==> src/rtl/instr_fetch.sv <==
// Instruction-fetch stage: owns the PC, drives the instruction memory address,
// and registers the returned instruction into the IF/ID pipeline register.
// Redirects from EX win over hazard-unit stall/flush. A misaligned redirect
// target parks the stage in HALT until reset.
//
//   state | meaning
//   ------+---------------------------------------------------------------
//   RUN   | normal fetch; PC advances, stalls, flushes or redirects
//   HALT  | misaligned redirect seen; PC frozen, IF/ID holds a bubble
module instr_fetch #(
  parameter logic [31:0] RESET_PC  = 32'h0000_0000,
  parameter logic [31:0] NOP_INSTR = 32'h0000_0013
) (
  input  logic        clk,
  input  logic        rst,
  output logic [31:0] imem_addr,
  input  logic [31:0] imem_rdata,
  input  logic        stall,
  input  logic        flush,
  input  logic        redirect_valid,
  input  logic [31:0] redirect_target,
  output logic [31:0] if_id_instr,
  output logic [31:0] if_id_pc,
  output logic [31:0] if_id_pc_plus4,
  output logic        if_id_valid,
  output logic        misalign_err,
  output logic [31:0] fetch_count
);

  typedef enum logic {
    RUN  = 1'b0,
    HALT = 1'b1
  } state_t;

  state_t      state, state_nxt;
  logic [31:0] pc, pc_nxt;
  logic [31:0] pc_plus4;
  logic [31:0] instr_nxt;
  logic [31:0] id_pc_nxt;
  logic [31:0] id_pc_plus4_nxt;
  logic        valid_nxt;
  logic        err_nxt;
  logic [31:0] count_nxt;
  logic        target_misaligned;

  assign imem_addr         = pc;
  assign pc_plus4          = pc + 32'd4;
  assign target_misaligned = (redirect_target[1:0] != 2'b00);

  // State, PC and IF/ID register update; reset overrides all other inputs.
  always_ff @(posedge clk) begin
    if (rst) begin
      state          <= RUN;
      pc             <= RESET_PC;
      if_id_instr    <= NOP_INSTR;
      if_id_pc       <= 32'h0000_0000;
      if_id_pc_plus4 <= 32'h0000_0000;
      if_id_valid    <= 1'b0;
      misalign_err   <= 1'b0;
      fetch_count    <= 32'h0000_0000;
    end else begin
      state          <= state_nxt;
      pc             <= pc_nxt;
      if_id_instr    <= instr_nxt;
      if_id_pc       <= id_pc_nxt;
      if_id_pc_plus4 <= id_pc_plus4_nxt;
      if_id_valid    <= valid_nxt;
      misalign_err   <= err_nxt;
      fetch_count    <= count_nxt;
    end
  end

  // Next-state and datapath selection; everything holds unless a rule fires.
  always_comb begin
    state_nxt       = state;
    pc_nxt          = pc;
    instr_nxt       = if_id_instr;
    id_pc_nxt       = if_id_pc;
    id_pc_plus4_nxt = if_id_pc_plus4;
    valid_nxt       = if_id_valid;
    err_nxt         = misalign_err;
    count_nxt       = fetch_count;

    case (state)
      RUN: begin
        if (redirect_valid) begin
          // The word fetched this cycle is wrong-path, so IF/ID gets a bubble.
          instr_nxt = NOP_INSTR;
          valid_nxt = 1'b0;
          if (target_misaligned) begin
            state_nxt = HALT;
            err_nxt   = 1'b1;
            // Keep imem_addr word-aligned even while halted.
            pc_nxt    = redirect_target & ~32'd3;
          end else begin
            pc_nxt    = redirect_target;
          end
        end else if (flush) begin
          instr_nxt = NOP_INSTR;
          valid_nxt = 1'b0;
          if (!stall) begin
            pc_nxt = pc_plus4;
          end
        end else if (!stall) begin
          instr_nxt       = imem_rdata;
          id_pc_nxt       = pc;
          id_pc_plus4_nxt = pc_plus4;
          valid_nxt       = 1'b1;
          pc_nxt          = pc_plus4;
          count_nxt       = fetch_count + 32'd1;
        end
      end
      HALT: begin
        instr_nxt = NOP_INSTR;
        valid_nxt = 1'b0;
      end
      default: begin
        state_nxt = HALT;
      end
    endcase
  end

endmodule

==> config.mk <==
export PLATFORM = sky130hd
export DESIGN_NAME = instr_fetch
export DESIGN_NICKNAME = d
export VERILOG_FILES = /design/src/rtl/instr_fetch.sv
export SDC_FILE = /design/constraint.sdc
export NUM_CORES = 1
export LEC_CHECK = 0
export CAP_MARGIN = 25
export CELL_PAD_IN_SITES_DETAIL_PLACEMENT = 1
export CELL_PAD_IN_SITES_GLOBAL_PLACEMENT = 1
export CORE_ASPECT_RATIO = 0.9
export CORE_MARGIN = 8
export CORE_UTILIZATION = 31
export DETAILED_ROUTE_END_ITERATION = 7
export GPL_ROUTABILITY_DRIVEN = 0
export PLACE_DENSITY_LB_ADDON = 0.15
export SLEW_MARGIN = 20
export SYNTH_ARGS = -nofsm -noshare
export SYNTH_HDL_FRONTEND = slang
export SYNTH_SLANG_ARGS = --single-unit
==> constraint.sdc <==
create_clock -name clk -period 2.46 [get_ports clk]
set_input_delay 0.369 -clock clk [delete_from_list [all_inputs] [get_ports clk]]
set_output_delay 0.369 -clock clk [all_outputs]
set_load 0.02 [all_outputs]
Word-level counts from Yosys, hierarchy flattened
Index checks and enable logic that the tools add are counted.
Widths: inputs -> output; s select.
{"block": "classes", "mux": 14, "bitwise_logic": 4, "n_addsub": 2, "eq_ne": 2, "reduce_logical": 4}
{"op": "$mux 32", "n": 5}
{"op": "$pmux 32 s2", "n": 1}
{"op": "$add 32x1->32 const B", "n": 1}
{"op": "$add 32x3->32 const B", "n": 1}
{"op": "$mux 1", "n": 6}
{"op": "$ne 4x4->1 const B", "n": 1}
{"op": "$not 1->1", "n": 4}
{"op": "$reduce_and 4->1", "n": 1}
{"op": "$reduce_and 3->1", "n": 1}
{"op": "$mux 2", "n": 1}
{"op": "$ne 2x1->1 const B", "n": 1}
{"op": "$pmux 1 s2", "n": 1}
{"op": "$reduce_and 2->1", "n": 1}
{"op": "$reduce_bool 2->1", "n": 1}
{"block": "totals", "ff_bits": 163, "input_bits": 69, "wordCells": 34}

Depth between registers and ports, before layout
Gate-level depths: netlist (run 1).
{"block": "depth", "ltp_word": 4, "ltp_mapped": 8, "depth_no_buf": 6}

Worst setup path before layout (run 1)
Ideal clock, no wire load.
{"block": "synth_timing", "kind": "register to register", "start": "register pc[2], in the netlist imem_addr[2]", "end": "register pc[22], in the netlist imem_addr[22]", "arrival_ns": 2.378, "path_stages_with_launch": 8, "required_time_ns": 2.386, "setup_slack_ns": 0.008, "synth_period_minus_slack_ns": 2.452, "setup_ns": 0.074, "path_cell_list": "dfxtp_1 ha_1 nand2_2 or3_1 buf_6 or4_4 or3_1 a31oi_1"}
{"block": "synth_between", "elab_chain_cells": 3}
{"item": "from (decl)", "line_no": "36", "rtl": "logic [31:0] pc, pc_nxt;"}
{"item": "from (signal assigned)", "line_no": "63", "rtl": "pc <= pc_nxt;"}
{"item": "$add 32x3->32", "line_no": "47", "rtl": "assign pc_plus4 = pc + 32'd4;"}
{"item": "$mux 32", "line_no": "101, 104"}
{"item": "$mux 32", "line_no": "86", "rtl": "if (redirect_valid) begin"}
Every way passes these cells. The select of a mux whose other input is x is not followed.
A chain may end at the register's enable or synchronous reset.

Worst setup path in the final report (run 1)
Same ends and word-level chain as after synthesis.

==> results of run 1 <==
## power by group
group | internal, µW | total (µW) | switching (µW) | leakage, µW
Combinational | 397 | 843 | 447 | 0.00216
Sequential | 2680 | 2750 | 70.9 | 0.00131
Clock | 1370 | 2690 | 1320 | 0.000284
## state kept, by name, summed over array words and instances, names as in the netlist
register / flops
state: 1
imem_addr: 32
fetch_count: 32
misalign_err: 1
if_id_instr: 32
if_id_valid: 1
if_id_pc: 32
if_id_pc_plus4: 30
## cell type report
class                   count  area (µm²)  share of cell area [%]
multi-input cells         622        3620                    34.2
flip-flops and latches    161        3220                    30.4
repair buffers            290        2740                    25.9
clock buffers              17         425                    4.02
well taps                 302         378                    3.57
clock inverters            15         166                    1.57
inverters                   9        33.8                   0.319
diodes                      1        2.50                  0.0236
## per-stage QoR
stage               instances  hold WS (ns)  instance area [µm²]  utilization (%)
finish                   1417         0.307                10600             45.6
global route             1416         0.297                10600             45.6
CTS                      1416         0.285                10600             45.6
detailed placement       1384         0.443                10000             43.1
global placement         1384         0.435                10000             43.1
floorplan                 871         0.440                 7290                -
## cells in the mapped netlist, types with 10 or more instances
cell and instances:
a211oi_1 13, a21oi_1 75, and3_1 16, clkbuf_1 51
dfxtp_1 161, mux2i_1 36, nand2_1 110, nand3_1 32
nand4_1 19, nor2_1 98, nor3_1 21, nor4_1 10
o21ai_0 37, xnor2_1 28, xor2_1 19
## kinds of logic (layout without fill, tap and decap cells)
| group | after synthesis | after routing | share of synthesized area, % |
|---|---|---|---|
| fa+ha+maj | 2 | 2 | 0.343 |
| compound gates | 174 | 174 | 14.4 |
| flops | 161 | 161 | 44.2 |
| mux | 37 | 37 | 5.10 |
| simple gates | 362 | 362 | 24.0 |
| buf+inv | 88 | 331 | 6.30 |
| xor+xnor | 47 | 47 | 5.64 |
| other cells | 0 | 1 | 0 |
## metal layers
metal	vias to the layer above	part of all wire, %	track usage [%]
met5	-	0.083	0
met4	4	1.1	3.86
met2	176	45	28.8
met3	25	8.5	7.77
met1	3422	45	23.3
li1	3510	-	-
## path summary, 6_finish.rpt
path,start,end,slack (ns),depth (start not counted)
min reg2reg,if_id_valid$_SDFFE_PP0P_,if_id_valid$_SDFFE_PP0P_,0.45,2
max,imem_addr[2]$_SDFFE_PP0P_,imem_addr[22]$_SDFFE_PP0P_,0.24,6
min,rst,fetch_count[21]$_SDFFE_PP0P_,0.31,2
max reg2reg,imem_addr[2]$_SDFFE_PP0P_,imem_addr[22]$_SDFFE_PP0P_,0.24,6
## worst register-to-register path: stages, from the launching register on
cell and delay, ns:
dfxtp_1 0.34, ha_1 0.21, nand2_2 0.10, or3_1 0.44, or4_4 0.56, or3_1 0.36, a31oi_1 0.15
==> run metrics, run 1 <==
outcome finished clean; CP required approximately 2.8 ns; crit path time final 2.22 ns; crit path cell chain ha_1 -> nand2_2 -> or3_1 -> or4_4 -> or3_1 -> a31oi_1; 1st-iter DRT viols 448; I/O pin cnt 231; CP arrival 2.59 ns; Seq/Total Area, Yosys 44.2%; Rel. slew slack approximately 53%; Longest Clk Path Bufs 2; most frequent cells in the layout clkdlybuf4s50_1, dfxtp_1, nand2_1; Final Setup Violations 0; VDD IR-drop max 0.412 mV; H-tree depth 4; antenna violations before repair 2; setup ws final roughly 0.24 ns; Core Area 23200 µm²; gr usage total 18.4%; most common cell after layout, fill and taps aside clkdlybuf4s50_1; Net Count, Synth 942; Slew Viols, Final 0; number of global-route vias before repair 7400; Crit. End Element flip-flop; CP Buf/Inv Count 0; Post-synth EDFFs 0; cells after synthesis around 870; die area 28700 µm²; synthesized area 7290 µm²; synthesis warning total 0; Synth area leaders dfxtp_1, nand2_1, a21oi_1; DRC violations left 0; clk sinks between 150 and 200; Cell variety after synth 55; DR pass1 iterations 5; initial core utilization a little under a third; CP Launch Type flip-flop; post-DP HPWL 19.3 mm; CP peak stage delay ~0.56 ns; layout cell share with drive strength beyond 1 9.61%; height of the die 162 µm; Setup WS pre-CTS about 0.0024 ns; Tot Pwr 6290 µW; Final period util roughly nine tenths; Clk Latency, worst-skew pair 0.44 ns; Filler cells 2742; worst hold path type in -> reg; Vias 7137; setup bufs post-CTS 0; gr ovfl total 0; Inserted Clock Buffers 17; PortBufs 230; Yosys top cell area share between 40% and 50%; area leader, netlist dfxtp_1; antenna violation net count after detailed routing 0; Site Rows 53; CTS Root Buffer Type clkbuf_16; Via density 5.04; number of synthesized register bits roughly 160; Setup Skew 0.0161 ns; dominant synthesized flop cell dfxtp_1; Fin Setup TNS 0 ns; RSZ-0062 raised after global routing false; critical path type reg -> reg; Chip Width about 180 µm; Worst path most repeated cell or3_1; Worst Path Max Fanout 4; slew at the pin closest to its max-slew limit 0.703 ns; Final Hold Vio Count 0; cell family with most CP delay simple AND/OR/NAND/NOR gates; Slowest cell on crit path or4_4; DR WL/cell 18.8 µm; ys async rst share 0%; Hold Buf Count CTS 0; number of nets in the layout 1172; syn avg cell area between 8 and 9 µm²; Worst-path clk slew 0.07 ns; Max Clock Freq roughly 450 MHz; Leak 0.00376 µW; first-pass GRT wire length 42.1 mm; largest net degree at the start of global routing 69; CTS tree built; post_cts resized 0; pwr/cell area 594 nW/µm²; Maximum Capacitance Violations 0; area delta synth->final 45.2%; WL final between 20 and 30 mm
Note: power is estimated with default switching activity, not from simulation.
==> inputs of run 2 (changes only) <==
--- a/config.mk
+++ b/config.mk
@@ -6,10 +6,10 @@
 export NUM_CORES = 1
 export LEC_CHECK = 0
 export CAP_MARGIN = 25
-export CELL_PAD_IN_SITES_DETAIL_PLACEMENT = 1
+export CELL_PAD_IN_SITES_DETAIL_PLACEMENT = 0
 export CELL_PAD_IN_SITES_GLOBAL_PLACEMENT = 1
 export CORE_ASPECT_RATIO = 0.9
-export CORE_MARGIN = 8
+export CORE_MARGIN = 5
 export CORE_UTILIZATION = 31
 export DETAILED_ROUTE_END_ITERATION = 7
 export GPL_ROUTABILITY_DRIVEN = 0
==> run 2 against run 1 <==
  * Worst setup slack got worse by 0.014 ns
  * Die area decreased by 7.0%
  * Sequential power about the same
  * Worst hold slack better by 0.046 ns
  * Via count shrank 1.9%
  * Core utilization increased by 0.16 points
  * Clock skew down 0.0046 ns
  * Power decreased by 0.83%
  * Highest routed layer unchanged
==> run metrics, run 2 (synthesized netlist as in run 1, its figures left out) <==
crit path time final 2.24 ns (was 2.22 ns); placed instance count 1392 (was 1384); slew at the pin closest to its max-slew limit 0.782 ns (was 0.703 ns); die area 26700 µm² (was 28700 µm²); RSZ-0062 raised after global routing false (unchanged); Inserted Clock Buffers 17 (unchanged); Clk Latency, worst-skew pair 0.43 ns (was 0.44 ns); setup ws final 0.224 ns (was 0.237 ns); height of the die 156 µm (was 162 µm); worst hold path type in -> reg (unchanged); Top Metal Used met5 (unchanged); Slew Viols, Final 0 (unchanged); Cell Int Power 4450 µW (about the same); Hold Buf Count CTS 0 (unchanged); Setup Skew 0.0115 ns (was 0.0161 ns); Fin Setup TNS 0 ns (unchanged); Site Rows 53 (unchanged); most frequent cells in the layout clkdlybuf4s50_1, dfxtp_1, nand2_1 (unchanged); Final Hold Vio Count 0 (unchanged); WL final 24.4 mm (was 26.6 mm); switching share of power 28.7% (was 29.3%); n_diodes 0 (was 1); combinational power share 13.5% (was 13.4%); DR pass1 iterations 4 (was 5); 1st-iter DRT viols 450 (was 448); number of global-route vias before repair 6809 (was 7400); Core Area 23300 µm² (was 23200 µm²); Setup WS pre-CTS 0.0259 ns (was 0.00236 ns); Final Setup Violations 0 (unchanged); DR WL/cell 17.2 µm (was 18.8 µm); crit path cell chain ha_1 -> nand2_2 -> or3_1 -> or4_4 -> or3_1 -> a31oi_1 (unchanged); critical path type reg -> reg (unchanged); Worst path most repeated cell or3_1 (unchanged); Final period util 90.9% (was 90.4%); Chip Width 172 µm (was 178 µm); Max Clock Freq 447 MHz (was 450 MHz); final cell count without fillers 1424 (was 1417); register share of total power 44.0% (was 43.8%); CP required 2.81 ns (was 2.83 ns); I/O pin cnt 231 (unchanged); Net Sw Power 1790 µW (was 1840 µW); largest net degree at the start of global routing 79 (was 69); Via density 4.92 (was 5.04); gr usage total 18.3% (was 18.4%); antenna violations before repair 1 (was 2); CP arrival 2.59 ns (about the same); pwr/cell area 585 nW/µm² (was 594 nW/µm²); VDD IR-drop max 0.304 mV (was 0.412 mV); layout cell share with drive strength beyond 1 10.2% (was 9.61%); Worst-path clk slew 0.07 ns (about the same); post_cts resized 0 (unchanged); WL met1 11.2 mm (was 12.0 mm); first-pass GRT wire length 38.7 mm (was 42.1 mm); Crit. End Element flip-flop (unchanged); Leak 0.00380 µW (was 0.00376 µW); number of nets in the layout 1180 (was 1172); gr ovfl total 0 (unchanged); area delta synth->final 46.1% (was 45.2%); CTS tree built (unchanged); Maximum Capacitance Violations 0 (unchanged); H-tree depth 4 (unchanged); antenna violation net count after detailed routing 0 (unchanged); CP peak stage delay 0.56 ns (about the same); Vias 7003 (was 7137); setup bufs post-CTS 0 (unchanged); Clock Power Share 42.5% (was 42.8%); met3 wire len 2.02 mm (was 2.25 mm); post-DP HPWL 17.5 mm (was 19.3 mm); DRC violations left 0 (unchanged); Slowest cell on crit path or4_4 (unchanged); CTS Root Buffer Type clkbuf_16 (unchanged); met2 WL 10.9 mm (was 12.0 mm); Longest Clk Path Bufs 2 (unchanged); Rel. slew slack 47.9% (was 53.1%); Worst Path Max Fanout 4 (unchanged); most common cell after layout, fill and taps aside clkdlybuf4s50_1 (unchanged); initial core utilization 31.3% (was 31.4%); CP Launch Type flip-flop (unchanged); PortBufs 230 (unchanged); clk sinks 161 (unchanged); outcome finished clean (unchanged)
## run 2: worst paths after layout
path	from	endpoint	slack, ns	cells past startpoint
max reg2reg	imem_addr[2]$_SDFFE_PP0P_	imem_addr[22]$_SDFFE_PP0P_	0.22	6
min	rst	misalign_err$_SDFFE_PP0P_	0.35	2
max	imem_addr[2]$_SDFFE_PP0P_	imem_addr[22]$_SDFFE_PP0P_	0.22	6
min reg2reg	if_id_valid$_SDFFE_PP0P_	if_id_valid$_SDFFE_PP0P_	0.45	2
## run 2: power by group through the flow
stage	Clock, µW	Combinational (µW)	Sequential (µW)
after floorplan	0	352	2890
after global placement	0	848	2800
after detailed placement	0	850	2810
after CTS	2740	854	2750
after global routing	2880	918	2760
final	2650	843	2750
## run 2: metrics by stage
stage | hold slack [ns] | cell area (µm²) | total power, µW | util [%]
floorplan | 0.440 | 7290 | 3240 | -
finish | 0.353 | 10700 | 6240 | 45.8
global route | 0.344 | 10700 | 6550 | 45.8
CTS | 0.329 | 10700 | 6340 | 45.8
detailed placement | 0.439 | 10100 | 3650 | 43.3
global placement | 0.434 | 10100 | 3650 | 43.3
## run 2: cell type report
class	instances	area, µm²
Clock inverter	15	164
Sequential cell	161	3220
Inverter	9	33.8
Clock buffer	17	425
Timing Repair Buffer	298	2810
Fill cell	2333	12600
Tap cell	302	378
Multi-Input combinational cell	622	3620
## run 2: critical path, delay by kind of cell (launching register included)
| kind | cells | cell delay [ns] |
|---|---|---|
| adder cells (fa/ha/maj) | 1 | 0.20 |
| AO/OA/AOI/OAI | 1 | 0.15 |
| flip-flops | 1 | 0.33 |
| AND/OR/NAND/NOR | 4 | 1.49 |
## run 2: metal layers
metal | up-vias | track usage (%)
li1 | 3538 | -
met1 | 3249 | 24.9
met2 | 192 | 27.4
met3 | 22 | 6.78
met4 | 2 | 4.68
met5 | - | 0
